`src/rtl/uart_pkg.sv`:
```
`default_nettype none
// ============================================================================
// Module      : uart_pkg
// Description : Shared constants for the UART frame transmitter: frame bit
//               values, frame geometry, default baud divider and the state
//               encodings of the block FSM and the byte serializer.
// Revision    : 1.0 - initial release
// ============================================================================
package uart_pkg;

    // 50 MHz system clock, 115200 baud
    localparam int DEFAULT_CLKS_PER_BIT = 434;

    // 8N1 frame geometry
    localparam logic START_BIT  = 1'b0;
    localparam logic STOP_BIT   = 1'b1;
    localparam int   DATA_BITS  = 8;
    localparam int   FRAME_BITS = 10;

    // Block-level FSM states
    localparam logic [2:0] FSM_IDLE = 3'd0;
    localparam logic [2:0] FSM_LOAD = 3'd1;
    localparam logic [2:0] FSM_SEND = 3'd2;
    localparam logic [2:0] FSM_NEXT = 3'd3;
    localparam logic [2:0] FSM_DONE = 3'd4;

    // Byte serializer states
    localparam logic [1:0] TX_IDLE  = 2'd0;
    localparam logic [1:0] TX_START = 2'd1;
    localparam logic [1:0] TX_DATA  = 2'd2;
    localparam logic [1:0] TX_STOP  = 2'd3;

endpackage
`default_nettype wire

```
`src/rtl/uart_tx.sv`:
```
`default_nettype none
// ============================================================================
// Module      : uart_tx
// Description : Single-byte 8N1 UART serializer. A one-cycle tx_dv latches
//               tx_byte and sends start bit, 8 data bits LSB first and a stop
//               bit, each CLKS_PER_BIT cycles long. tx_done pulses during the
//               last cycle of the stop bit.
// Revision    : 1.0 - initial release
// ============================================================================
module uart_tx
    import uart_pkg::*;
#(
    parameter int CLKS_PER_BIT = DEFAULT_CLKS_PER_BIT
) (
    input  logic       clk,
    input  logic       rst,
    input  logic       tx_dv,
    input  logic [7:0] tx_byte,
    output logic       tx,
    output logic       tx_active,
    output logic       tx_done
);

    localparam int CNT_W = $clog2(CLKS_PER_BIT);
    localparam logic [CNT_W-1:0] c_last_cnt = CNT_W'(CLKS_PER_BIT - 1);
    // tx_done is registered, so it is raised one count early to land on
    // the final stop-bit cycle
    localparam logic [CNT_W-1:0] c_done_cnt = CNT_W'(CLKS_PER_BIT - 2);
    localparam logic [2:0]       c_last_bit = 3'(DATA_BITS - 1);

    logic [1:0]       r_state;
    logic [CNT_W-1:0] r_cnt;
    logic [2:0]       r_bit;
    logic [7:0]       r_data;
    logic             r_tx;
    logic             r_done;

    // Frame sequencer: walks start, data and stop bits with a per-bit counter
    always_ff @(posedge clk) begin
        if (rst) begin
            r_state <= TX_IDLE;
            r_cnt   <= '0;
            r_bit   <= '0;
            r_data  <= '0;
            r_tx    <= STOP_BIT;
            r_done  <= 1'b0;
        end else begin
            r_done <= 1'b0;
            case (r_state)
                TX_IDLE: begin
                    r_cnt <= '0;
                    r_bit <= '0;
                    if (tx_dv) begin
                        r_data  <= tx_byte;
                        r_tx    <= START_BIT;
                        r_state <= TX_START;
                    end
                end
                TX_START: begin
                    if (r_cnt == c_last_cnt) begin
                        r_cnt   <= '0;
                        r_tx    <= r_data[0];
                        r_state <= TX_DATA;
                    end else begin
                        r_cnt <= r_cnt + CNT_W'(1);
                    end
                end
                TX_DATA: begin
                    if (r_cnt == c_last_cnt) begin
                        r_cnt <= '0;
                        if (r_bit == c_last_bit) begin
                            r_tx    <= STOP_BIT;
                            r_state <= TX_STOP;
                        end else begin
                            r_bit <= r_bit + 3'd1;
                            r_tx  <= r_data[r_bit + 3'd1];
                        end
                    end else begin
                        r_cnt <= r_cnt + CNT_W'(1);
                    end
                end
                TX_STOP: begin
                    if (r_cnt == c_done_cnt) begin
                        r_done <= 1'b1;
                    end
                    if (r_cnt == c_last_cnt) begin
                        r_cnt   <= '0;
                        r_state <= TX_IDLE;
                    end else begin
                        r_cnt <= r_cnt + CNT_W'(1);
                    end
                end
                default: r_state <= TX_IDLE;
            endcase
        end
    end

    assign tx        = r_tx;
    assign tx_active = (r_state != TX_IDLE);
    assign tx_done   = r_done;

endmodule
`default_nettype wire

```
`src/rtl/uart_frame_transmitter.sv`:
```
`default_nettype none
// ============================================================================
// Module      : uart_frame_transmitter
// Description : Holds a NUM_ELEMENTS-byte result buffer written by the core
//               and, on start, sends the whole buffer byte 0 first as 8N1
//               UART frames. busy covers the transfer, done pulses once at
//               the end.
// Revision    : 1.0 - initial release
// ============================================================================
module uart_frame_transmitter
    import uart_pkg::*;
#(
    parameter int NUM_ELEMENTS = 4,
    parameter int ADDR_W       = 8,
    parameter int CLKS_PER_BIT = DEFAULT_CLKS_PER_BIT
) (
    input  logic              clk,
    input  logic              rst,
    input  logic              start,
    input  logic              wr_en,
    input  logic [ADDR_W-1:0] wr_addr,
    input  logic [7:0]        wr_data,
    output logic              tx,
    output logic              busy,
    output logic              done
);

    localparam int IDX_W = (NUM_ELEMENTS > 1) ? $clog2(NUM_ELEMENTS) : 1;
    localparam logic [IDX_W-1:0] c_last_idx = IDX_W'(NUM_ELEMENTS - 1);

    // Sized to a power of two so every index value maps to real storage
    logic [7:0]       r_mem [0:(1 << IDX_W) - 1];
    logic [2:0]       r_state;
    logic [IDX_W-1:0] r_idx;
    logic             r_busy;
    logic             r_done;
    logic             r_tx_dv;
    logic [7:0]       r_tx_byte;

    logic             w_wr_ok;
    logic             w_tx_active;
    logic             w_tx_done;

    assign w_wr_ok = wr_en && !r_busy && (32'(wr_addr) < NUM_ELEMENTS);

    // Buffer write port; contents deliberately survive reset
    always_ff @(posedge clk) begin
        if (w_wr_ok) begin
            r_mem[wr_addr[IDX_W-1:0]] <= wr_data;
        end
    end

    // Block FSM: feed one byte at a time to the serializer until the last one
    always_ff @(posedge clk) begin
        if (rst) begin
            r_state   <= FSM_IDLE;
            r_idx     <= '0;
            r_busy    <= 1'b0;
            r_done    <= 1'b0;
            r_tx_dv   <= 1'b0;
            r_tx_byte <= '0;
        end else begin
            r_tx_dv <= 1'b0;
            r_done  <= 1'b0;
            case (r_state)
                FSM_IDLE: begin
                    r_busy <= 1'b0;
                    if (start) begin
                        r_idx   <= '0;
                        r_state <= FSM_LOAD;
                    end
                end
                FSM_LOAD: begin
                    r_busy <= 1'b1;
                    // Serializer is always back in idle here; the guard only
                    // protects against handing it a byte mid-frame
                    if (!w_tx_active) begin
                        r_tx_byte <= r_mem[r_idx];
                        r_tx_dv   <= 1'b1;
                        r_state   <= FSM_SEND;
                    end
                end
                FSM_SEND: begin
                    if (w_tx_done) begin
                        r_state <= FSM_NEXT;
                    end
                end
                FSM_NEXT: begin
                    if (r_idx == c_last_idx) begin
                        r_idx   <= '0;
                        r_busy  <= 1'b0;
                        r_done  <= 1'b1;
                        r_state <= FSM_DONE;
                    end else begin
                        r_idx   <= r_idx + IDX_W'(1);
                        r_state <= FSM_LOAD;
                    end
                end
                FSM_DONE: begin
                    r_state <= FSM_IDLE;
                end
                default: r_state <= FSM_IDLE;
            endcase
        end
    end

    uart_tx #(
        .CLKS_PER_BIT (CLKS_PER_BIT)
    ) u_uart_tx (
        .clk       (clk),
        .rst       (rst),
        .tx_dv     (r_tx_dv),
        .tx_byte   (r_tx_byte),
        .tx        (tx),
        .tx_active (w_tx_active),
        .tx_done   (w_tx_done)
    );

    assign busy = r_busy;
    assign done = r_done;

endmodule
`default_nettype wire

```
`config.mk`:
```
export PLATFORM = sky130hd
export DESIGN_NAME = uart_frame_transmitter
export DESIGN_NICKNAME = d
export VERILOG_FILES = /design/src/rtl/uart_pkg.sv /design/src/rtl/uart_tx.sv /design/src/rtl/uart_frame_transmitter.sv
export SDC_FILE = /design/constraint.sdc
export NUM_CORES = 1
export LEC_CHECK = 0
export BUFFER_PORTS_ARGS = -buffer_cell sky130_fd_sc_hd__buf_2
export CAP_MARGIN = 30
export CELL_PAD_IN_SITES_DETAIL_PLACEMENT = 2
export CELL_PAD_IN_SITES_GLOBAL_PLACEMENT = 2
export CORE_MARGIN = 8
export CORE_UTILIZATION = 30
export DETAILED_ROUTE_END_ITERATION = 10
export PLACE_DENSITY = 0.72
export SLEW_MARGIN = 20
export SYNTH_ARGS = -nofsm -noshare
export SYNTH_HDL_FRONTEND = slang
export SYNTH_SLANG_ARGS = --single-unit
```
`constraint.sdc`:
```
create_clock -name clk -period 3.5 [get_ports clk]
set_input_delay 0.525 -clock clk [delete_from_list [all_inputs] [get_ports clk]]
set_output_delay 0.525 -clock clk [all_outputs]
set_load 0.02 [all_outputs]
```
[Word-level counts from Yosys, hierarchy flattened]
Memories as Yosys holds them, arrays and structs flattened. A register that Yosys moved wholly into a read port is not among the register bits.
Index checks and enable logic that the tools add are counted.
Storage, ports and cells
  bits in registers: 32
  latch bits: 0
  memory bits (writable): 32
  memory bits (read-only): 0
  bits of input ports: 20
  output and inout bits: 3
  word-level logic and storage cells: 96
  memories kept: 1
Operators by class
  add/subtract/negate cells: 3
  multiply operators: 0
  divide/modulo/power cells: 0
  magnitude comparators: 2
  equality and inequality tests: 20
  shift operators: 0
  muxes and demuxes: 33
  bitwise gates (word level): 4
  reductions and logical operators: 22
Memories
  r_mem: depth 4, bits a word 8, rd ports 1, clocked after memory_dff 1, write ports 1, RTL line uart_frame_transmitter.sv:32  | logic [7:0] r_mem [0:(1 << IDX_W) - 1];
Operators by type and width (number)
  $eq A9 B9 Y1 const B: 2
  $mux W3: 6
  $pmux W9 S2: 1
  $mux W2: 7
  $pmux W3 S4: 1
  $mux W1: 11
  $ne A2 B1 Y1 const B: 5
  $ne A2 B2 Y1 const B: 5
  $add A9 B1 Y9 const B: 1
  $mux W9: 1
  $lt A8 B3 Y1 const B: 1
  $pmux W2 S4: 1
  $reduce_and A2 Y1: 4
  $eq A2 B2 Y1 const B: 3
  $eq A3 B2 Y1 const B: 2
  $pmux W1 S3: 2
  $pmux W3 S2: 1
  $reduce_and A3 Y1: 2
  $reduce_bool A2 Y1: 3
  $reduce_bool A3 Y1: 2
  $reduce_or A2 Y1: 3
  $reduce_and A5 Y1: 1
  $lt A3 B4 Y1 const B: 1
  $not A1 Y1: 4
  other kinds (13): 14

[Depth between registers and ports, before layout]
Gate-level depths: netlist of run 1.
  depth after elaboration: 6
  mapped depth: 7
  depth with buffers taken out: 7

[Cells and area by module]
Synthesis of run 1 repeated with hierarchy kept, for this count alone.
Unflattened totals
  cell total of the unflattened synthesis: 250
  area, all modules: 3024.2 um^2
Modules (own cells, without submodules)
  uart_frame_transmitter: times used 1, cells each 107, area each 1811.7 um^2, sequential area each 1281.2 um^2
  uart_tx: times used 1, cells each 143, area each 1212.4 um^2, sequential area each 480.5 um^2

[Worst setup path after synthesis of run 1]
OpenSTA, ideal clock, no wires.
  path kind: in2reg
  from: input port wr_addr[7]
  to: memory r_mem[2][0], enable pin
  library setup time: 385 ps
  arrival time: 1665 ps
  required time: 3115 ps
  path slack: 1449 ps
  stages on the path: 3
  path buffers: 0
  path through: nor4b_1 nand2_1 nor3b_1
On the way
  cells in the longest elaborated chain, start to end: 4
RTL lines
  start: declaration: RTL line uart_frame_transmitter.sv:21  | input logic [ADDR_W-1:0] wr_addr,
  $lt A8 B3 Y1: RTL line uart_frame_transmitter.sv:44  | assign w_wr_ok = wr_en && !r_busy && (32'(wr_addr) < NUM_ELEMENTS);
  $logic_and A1 B1 Y1: RTL line uart_frame_transmitter.sv:44
  $mux W1: RTL line uart_frame_transmitter.sv:48  | if (w_wr_ok) begin
  $mux W1 (implied by the code): RTL line uart_frame_transmitter.sv:49  | r_mem[wr_addr[IDX_W-1:0]] <= wr_data;
  end: declaration: RTL line uart_frame_transmitter.sv:32
Every way passes these cells.

[Final worst setup path of run 1]
  from: register u_uart_tx.r_bit[0]
  to: register u_uart_tx.r_bit[1]
On the way
  cells in the longest elaborated chain, start to end: 4
  elaborated cells between the ends (all ways): 7
  classes of those cells: 1 x add/sub; 2 x eq/ne; 3 x mux; 1 x reduce/logical
RTL lines
  start: declaration: RTL line uart_tx.sv:33  | logic [2:0] r_bit;
  start signal: assignment: RTL line uart_tx.sv:75  | r_bit <= r_bit + 3'd1;
  $add A3 B1 Y3: RTL line uart_tx.sv:75
  $mux W3: RTL line uart_tx.sv:71  | if (r_bit == c_last_bit) begin
  $mux W3: RTL line uart_tx.sv:69  | if (r_cnt == c_last_cnt) begin
  $pmux W3 S2: RTL line uart_tx.sv:49  | case (r_state)
Parallel ways exist; a longest one is shown, timed or not. The select of a mux whose other input is x is not followed.
A chain may end at the register's enable or synchronous reset.

==> reports/results.ini, run 1 <==
[synth]
synth-edff-count = 32
synth_top_family_by_area = simple AND/OR/NAND/NOR gates
synthAdderAreaFrac_pct = 4.14
seq_area_frac_synth_pct = 58.3
ys.warnings.count = 0
syn-cell-area_um2 = 3020
synth_area_per_cell_um2 = 11.5
yosys-top-cells-area = edfxtp_1 (32%), dfxtp_1 (26%), mux4_2 (6.0%)
muxShareOfSynthArea_pct = 7.66
async_flop_share_pct = 0
synth_cells = 264
synth_area_leader_cell = edfxtp_1
ys_ff_latch = 72
synth_top_cell_area_share_pct = 31.8
synth_cell_types = 45
synth-simple-area-share_pct = 16.3
synthesis.nets = 294
ys.flop_type = dfxtp_1
synthXorXnorAreaFrac_pct = 2.03
synth_compound_area_share_pct = 7.86

[route]
drt_wl_total_um = 6950
drc = 0
drt_first_iter_violations = 62
dr_total_vias = 2042
ant_nets = 0
wire_per_inst_um = 16.2
drtPass1Iterations = 4
vias_per_cell = 4.77

[critical_path]
cp.arrival_ns = 2.27
critical_path.most_common_cell = ha_1
path_buf_inv = 0
startpoint_type = register
critPathTopFamily = simple AND/OR/NAND/NOR gates
endpoint_kind = register
crit_required_ns = 3.78
slowest_stage = or4_4
cp_cell_sequence = ha_1 > ha_1 > or2b_1 > or4_4 > or2_0 > a21oi_1
path_max_fanout = 8
critPathMaxStageDelay_ns = 0.46
critPathKind = reg -> reg

[outcome]
status = finished, final reports clean

[power_and_ir_drop]
p_leak_nw = 1.17
ir_drop_uv = 218
power_mw = 1.93
powerDensity_nw_per_um2 = 557

[timing]
fin_setup_tns_ns = 0
slew_headroom_pct = 53.4
finalSetupViolations = 0
hold_viol = 0
fin_crit_ns = 2.00
skew_ns = 0.00843
max_freq_mhz = 501
fin_hold_ws_ns = 0.390
slew_viol_final = 0
period_share_pct = 57.0
rsz0062_at_grt = no
worst-slew-pin-transition_ns = 0.699

[clock_tree]
cts_buffer_depth = 2
cts.repair.resized = 0
cts.clk_slew.worst_paths_ns = 0.08
cts.htree.levels = 3
cts_tree = yes
clock_latency_ns = 0.35
cts_setup_buffers = 0
clockRootBuffer = clkbuf_8
ctsHoldBuffers = 0
cts_buffers = 9
cts.sinks = 72

[global_routing]
grt_pass1_wl_um = 11800
overflow = 0
grt_pass1_vias = 2384
track_usage_pct = 11.5
antenna_found_initial = 0
grt_max_degree = 30

[final_layout]
utilization_pct = 35.4
fillCellCount = 1069
multi_input_area_um2 = 1150
layout-drive-gt1-share_pct = 18.6
area_growth_pct = 14.5
n_antenna_cell = 0
register_area_um2 = 1760
finalNetCount = 320

[placement]
hpwl_um = 5040
io_buffers = 22
globalplace.congestion = 0.701

[min_path]
hold_class = in -> reg

[floorplanning]
die-area_um2 = 13500
die_y_um = 116
start_util_pct = 30.9
num_io_pins = 23
core_area_um2 = 9770
floorplan.rows = 36
die_x_um = 116

[flow_run]
maxCapViolCount = 0

[worst paths after layout]
kind | endpoint | slack (ns) | depth (start not counted) | start
worst max-delay path | u_uart_tx.r_bit[1]$_SDFFE_PP0P_ | 1.50 | 6 | u_uart_tx.r_bit[0]$_SDFFE_PP0P_
worst min-delay path | r_mem[3][3]$_DFFE_PP_ | 0.39 | 1 | wr_data[3]
worst max register to register | u_uart_tx.r_bit[1]$_SDFFE_PP0P_ | 1.50 | 6 | u_uart_tx.r_bit[0]$_SDFFE_PP0P_
worst min register to register | u_uart_tx.r_data[1]$_SDFFE_PP0P_ | 0.46 | 2 | u_uart_tx.r_data[1]$_SDFFE_PP0P_
[cells in the final DEF (no fill, tap or decap), types with 2 or more instances in the layout]
cell         n
nor3b_1      2
or2_0        2
nor4_1       4
nor2b_1      3
a21oi_1     24
ha_1        10
o21a_1       2
nand2b_1     2
nand2_1     35
xor2_1       4
nor3_1       3
inv_6        3
xnor2_1      3
clkinvlp_4   3
o21ai_0      4
nand3_1     17
buf_4        4
nor2_1      20
mux2i_1      4
dfxtp_1     40
inv_1       11
mux4_2       8
buf_2       22
edfxtp_1    32
clkbuf_8     9
nand4_1      3
[report_power, final]
part | total [mW] | internal (mW) | switching (mW)
Clock | 0.676 | 0.336 | 0.340
Sequential | 0.967 | 0.919 | 0.0485
Combinational | 0.285 | 0.111 | 0.174
[sequential cells by signal, summed over array words and instances, names as in the netlist]
signal / count
busy: 1
done: 1
r_idx: 2
r_mem: 32
r_state: 3
r_tx_byte: 8
r_tx_dv: 1
u_uart_tx.r_bit: 3
u_uart_tx.r_cnt: 9
u_uart_tx.r_data: 8
u_uart_tx.r_state: 2
u_uart_tx.tx: 1
u_uart_tx.tx_done: 1
[kinds of logic after synthesis]
kind of cell	count (synthesis)
multiplexers	13
adder cells (fa/ha/maj)	10
AO/OA/AOI/OAI	39
XOR/XNOR	7
flip-flops	72
buffers and inverters	22
AND/OR/NAND/NOR	101
[per-layer routing]
layer  share of wire, %  up-vias  GRT usage (%)
met3                3.3        6           3.67
li1                   -      996              -
met4                1.2        0           4.15
met2                 54       30           20.8
met1                 42     1010           12.2
met5                  0        -              0
[area by class of cell]
cell class / instances / share of cell area (%)
flip-flops and latches: 72 / 50.9
multi-input cells: 170 / 33.2
well taps: 133 / 4.81
repair buffers: 26 / 4.05
clock buffers: 9 / 3.58
clock inverters: 7 / 2.28
inverters: 11 / 1.19
[cell usage after synthesis, types with 4 or more instances]
library cell	n
nor2_1	20
nor4_1	4
o21ai_0	4
nand3_1	17
mux4_2	8
inv_1	11
ha_1	10
edfxtp_1	32
xor2_1	4
clkbuf_1	7
a21oi_1	24
nand2_1	35
dfxtp_1	40
mux2i_1	4
[through the flow]
step / cell area, um^2 / cells / worst slack, ns
after floorplan: 3020 / 264 / 1.45
after global placement: 3260 / 412 / 1.45
after detailed placement: 3260 / 412 / 1.34
after CTS: 3460 / 428 / 1.48
after global routing: 3460 / 428 / 1.34
final: 3460 / 428 / 1.50
Power figures use the tool's default switching activity.
==> run 2: changes to the inputs <==
- ABC_AREA: default -> 1
- PLACE_DENSITY: 0.72 -> 0.75
- clock period: 3.5 -> 1.9 ns (I/O delays scaled with it)
==> reports/results.ini, run 2 <==
[floorplanning]
floorplan.rows = 37  ; +2.8%
num_io_pins = 23  ; unchanged
core_area_um2 = 10100  ; +3.7%
die_x_um = 117  ; +0.55%
die-area_um2 = 13700  ; +1.1%
start_util_pct = 30.2  ; -0.73 points
die_y_um = 117  ; +0.55%

[route]
wl_met2_um = 4000  ; +7.1%
wire_per_inst_um = 15.0  ; -7.3%
ant_nets = 0  ; unchanged
dr_total_vias = 2322  ; +14%
drc = 0  ; unchanged
top_layer_used = met4
drt_first_iter_violations = 57  ; -8.1%
vias_per_cell = 4.65  ; -2.5%
m1WireLength_um = 3150  ; +8.7%
dr_wl_met3_um = 208  ; -10%
drtPass1Iterations = 4  ; unchanged
drt_wl_total_um = 7510  ; +8.0%

[clock_tree]
cts_buffer_depth = 2  ; unchanged
cts.htree.levels = 3  ; unchanged
cts_tree = yes
cts.repair.resized = 0  ; unchanged
ctsHoldBuffers = 0  ; unchanged
cts.clk_slew.worst_paths_ns = 0.09  ; about the same
clockRootBuffer = clkbuf_8
cts.sinks = 72  ; unchanged
cts_buffers = 9  ; unchanged
cts_setup_buffers = 0  ; unchanged
clock_latency_ns = 0.35  ; about the same

[final_layout]
n_antenna_cell = 0  ; unchanged
finalNetCount = 388  ; +21%
area_growth_pct = 15.9
largest_register_ffs = 32  ; unchanged
layout_commonest_cell = nor2_1
layout-drive-gt1-share_pct = 17.1  ; -1.6 points
final_cell_mix = nor2_1 (59), nand2_1 (41), dfxtp_1 (40)
fillCellCount = 1122  ; +5.0%
final_cell_area_um2 = 3550  ; +2.5%

[global_routing]
grt_pass1_wl_um = 12800  ; +8.4%
overflow = 0  ; unchanged
grt_pass1_vias = 2540  ; +6.5%
grt_max_degree = 20  ; -33%
antenna_found_initial = 0  ; unchanged
track_usage_pct = 12.3  ; +0.84 points

[critical_path]
crit_required_ns = 2.14  ; -1.64 ns
rr_endpoint = u_uart_tx.tx$_SDFFE_PP1P_
critical_path.most_common_cell = nand2_1
path_buf_inv = 1  ; +1
worst-path-stages = 10  ; +4
cp.arrival_ns = 1.81  ; -0.46 ns
r2r_slack_ns = 0.32  ; -1.18 ns
slowest_stage = dfxtp_1
reg2reg_from = u_uart_tx.r_bit[0]$_SDFFE_PP0P_
reg2regPathDepth = 10  ; +4
critPathTopFamily = adder cells
cp_cell_sequence = ha_1 > ha_1 > inv_1 > nand3_1 > nand3_1 > nand3_1 > nand2_1 > nand2_1 > nand2_1 > nand2_1
critPathKind = reg -> reg
critPathMaxStageDelay_ns = 0.38  ; -0.08 ns
path_max_fanout = 7  ; -1
startpoint_type = register
endpoint_kind = register

[flow_run]
maxCapViolCount = 0  ; unchanged

[synth]
ys_ff_latch = 72  ; unchanged
yosys-top-cells-count = nor2_1 (59), nand2_1 (41), dfxtp_1 (40)
synth_compound_area_share_pct = 10.3  ; +2.4 points
synth_cells = 327  ; +24%
synth_top_family_by_area = simple AND/OR/NAND/NOR gates
syn-cell-area_um2 = 3060  ; +1.3%
muxShareOfSynthArea_pct = 0  ; -7.7 points
seq_area_frac_synth_pct = 57.5  ; -0.74 points
synth_top_cell_area_share_pct = 31.4  ; -0.40 points
yosys-top-cells-area = edfxtp_1 (31%), dfxtp_1 (26%), nor2_1 (7.2%)
synth-simple-area-share_pct = 22.3  ; +6.0 points
synth_area_leader_cell = edfxtp_1
async_flop_share_pct = 0  ; unchanged
synthXorXnorAreaFrac_pct = 0.572  ; -1.5 points
synthesis.nets = 357  ; +21%
synth_area_per_cell_um2 = 9.36  ; -18%
synthAdderAreaFrac_pct = 4.09  ; -0.052 points
synth-edff-count = 32  ; unchanged
ys.warnings.count = 0  ; unchanged
ys.flop_type = dfxtp_1
synth_cell_types = 35  ; -22%
yosysMostFrequentCell = nor2_1

[timing]
hold_viol = 0  ; unchanged
fin_crit_ns = 1.58  ; -0.419 ns
max_freq_mhz = 634  ; +27%
skew_ns = 0.0113  ; +0.00284 ns
finalSetupViolations = 0  ; unchanged
fin_setup_tns_ns = 0  ; unchanged
period_share_pct = 83.0  ; +26 points
worst-slew-pin-transition_ns = 0.391  ; -0.307 ns
slew_viol_final = 0  ; unchanged
slew_headroom_pct = 73.6  ; +20 points
rsz0062_at_grt = no

[power_and_ir_drop]
ir_drop_uv = 481  ; +120%
p_comb_share_pct = 24.1  ; +9.3 points
powerDensity_nw_per_um2 = 1180  ; +110%
p_leak_nw = 1.32  ; +13%
swShare_pct = 33.8  ; +4.7 points
p_int_mw = 2.78  ; +100%
p_clk_share_pct = 29.7  ; -5.4 points
power_mw = 4.20  ; +120%
power_switching_mw = 1.42  ; +150%
seqPwrFrac_pct = 46.2  ; -4.0 points

[min_path]
hold_path_end = r_mem[2][6]$_DFFE_PP_
hold_depth = 1  ; unchanged
min-delay-start = wr_data[6]
hold_class = in -> reg

[placement]
globalplace.congestion = 0.774  ; +10%
io_buffers = 22  ; unchanged
placed_area_um2 = 3340  ; +2.6%
hpwl_um = 5710  ; +13%

[outcome]
status = finished, final reports clean

## run 2: layout make-up
class,count,area (um^2),area share [%]
clock buffers,9,124,3.49
repair buffers,28,155,4.37
clock inverters,7,78.8,2.22
multi-input cells,216,1140,32.2
flip-flops and latches,72,1760,49.7
inverters,31,116,3.28
well taps,136,170,4.80
## run 2: worst max-delay path by stage
stage / from / endpoint / slack, ns
3_3_place_gp: u_uart_tx.r_state[0]$_SDFFE_PP0P_ / u_uart_tx.tx$_SDFFE_PP1P_ / 0.38
6_report: u_uart_tx.r_bit[0]$_SDFFE_PP0P_ / u_uart_tx.tx$_SDFFE_PP1P_ / 0.32
2_1_floorplan: busy$_SDFFE_PP0P_ / r_mem[1][0]$_DFFE_PP_ / 0.14
5_1_grt: u_uart_tx.r_state[0]$_SDFFE_PP0P_ / r_tx_byte[1]$_SDFFE_PP0P_ / 0.17
4_1_cts: u_uart_tx.r_cnt[0]$_SDFF_PP0_ / u_uart_tx.tx$_SDFFE_PP1P_ / 0.30
3_5_place_dp: u_uart_tx.r_bit[0]$_SDFFE_PP0P_ / u_uart_tx.tx$_SDFFE_PP1P_ / 0.32
## run 2: power by group through the flow
stage | clock network, mW | logic (mW) | registers (mW)
finish | 1.25 | 1.01 | 1.94
global route | 1.35 | 1.17 | 1.97
CTS | 1.30 | 1.04 | 1.94
detailed placement | 0 | 1.02 | 1.98
global placement | 0 | 0.974 | 1.97
floorplan | 0 | 0.740 | 1.96
## run 2: through the flow
step | hold slack [ns] | utilization (%) | worst slack (ns) | instances
CTS | 0.173 | 35.0 | 0.303 | 499
finish | 0.185 | 35.0 | 0.323 | 499
global route | 0.168 | 35.0 | 0.167 | 499
global placement | 0.451 | 33.0 | 0.379 | 483
detailed placement | 0.461 | 33.0 | 0.324 | 483
floorplan | 0.384 | - | 0.136 | 327
## run 2: logic make-up (layout without fill, tap and decap cells)
logic type,count (synthesis),in the layout
xor+xnor,2,2
compound gates,58,58
flops,72,72
buf+inv,39,75
fa+ha+maj,10,10
simple gates,146,146
## run 2: worst reg2reg max path, stage by stage, from the launching register on
cell,delay [ns]
dfxtp_1,0.38
ha_1,0.23
ha_1,0.32
inv_1,0.10
nand3_1,0.08
nand3_1,0.07
nand3_1,0.09
nand2_1,0.07
nand2_1,0.05
nand2_1,0.05
nand2_1,0.04
## run 2: metal layers
layer / up-vias / track usage (%)
met3: 12 / 3.08
li1: 1164 / -
met4: 0 / 4.86
met1: 1112 / 13.0
met2: 34 / 22.9
met5: - / 0
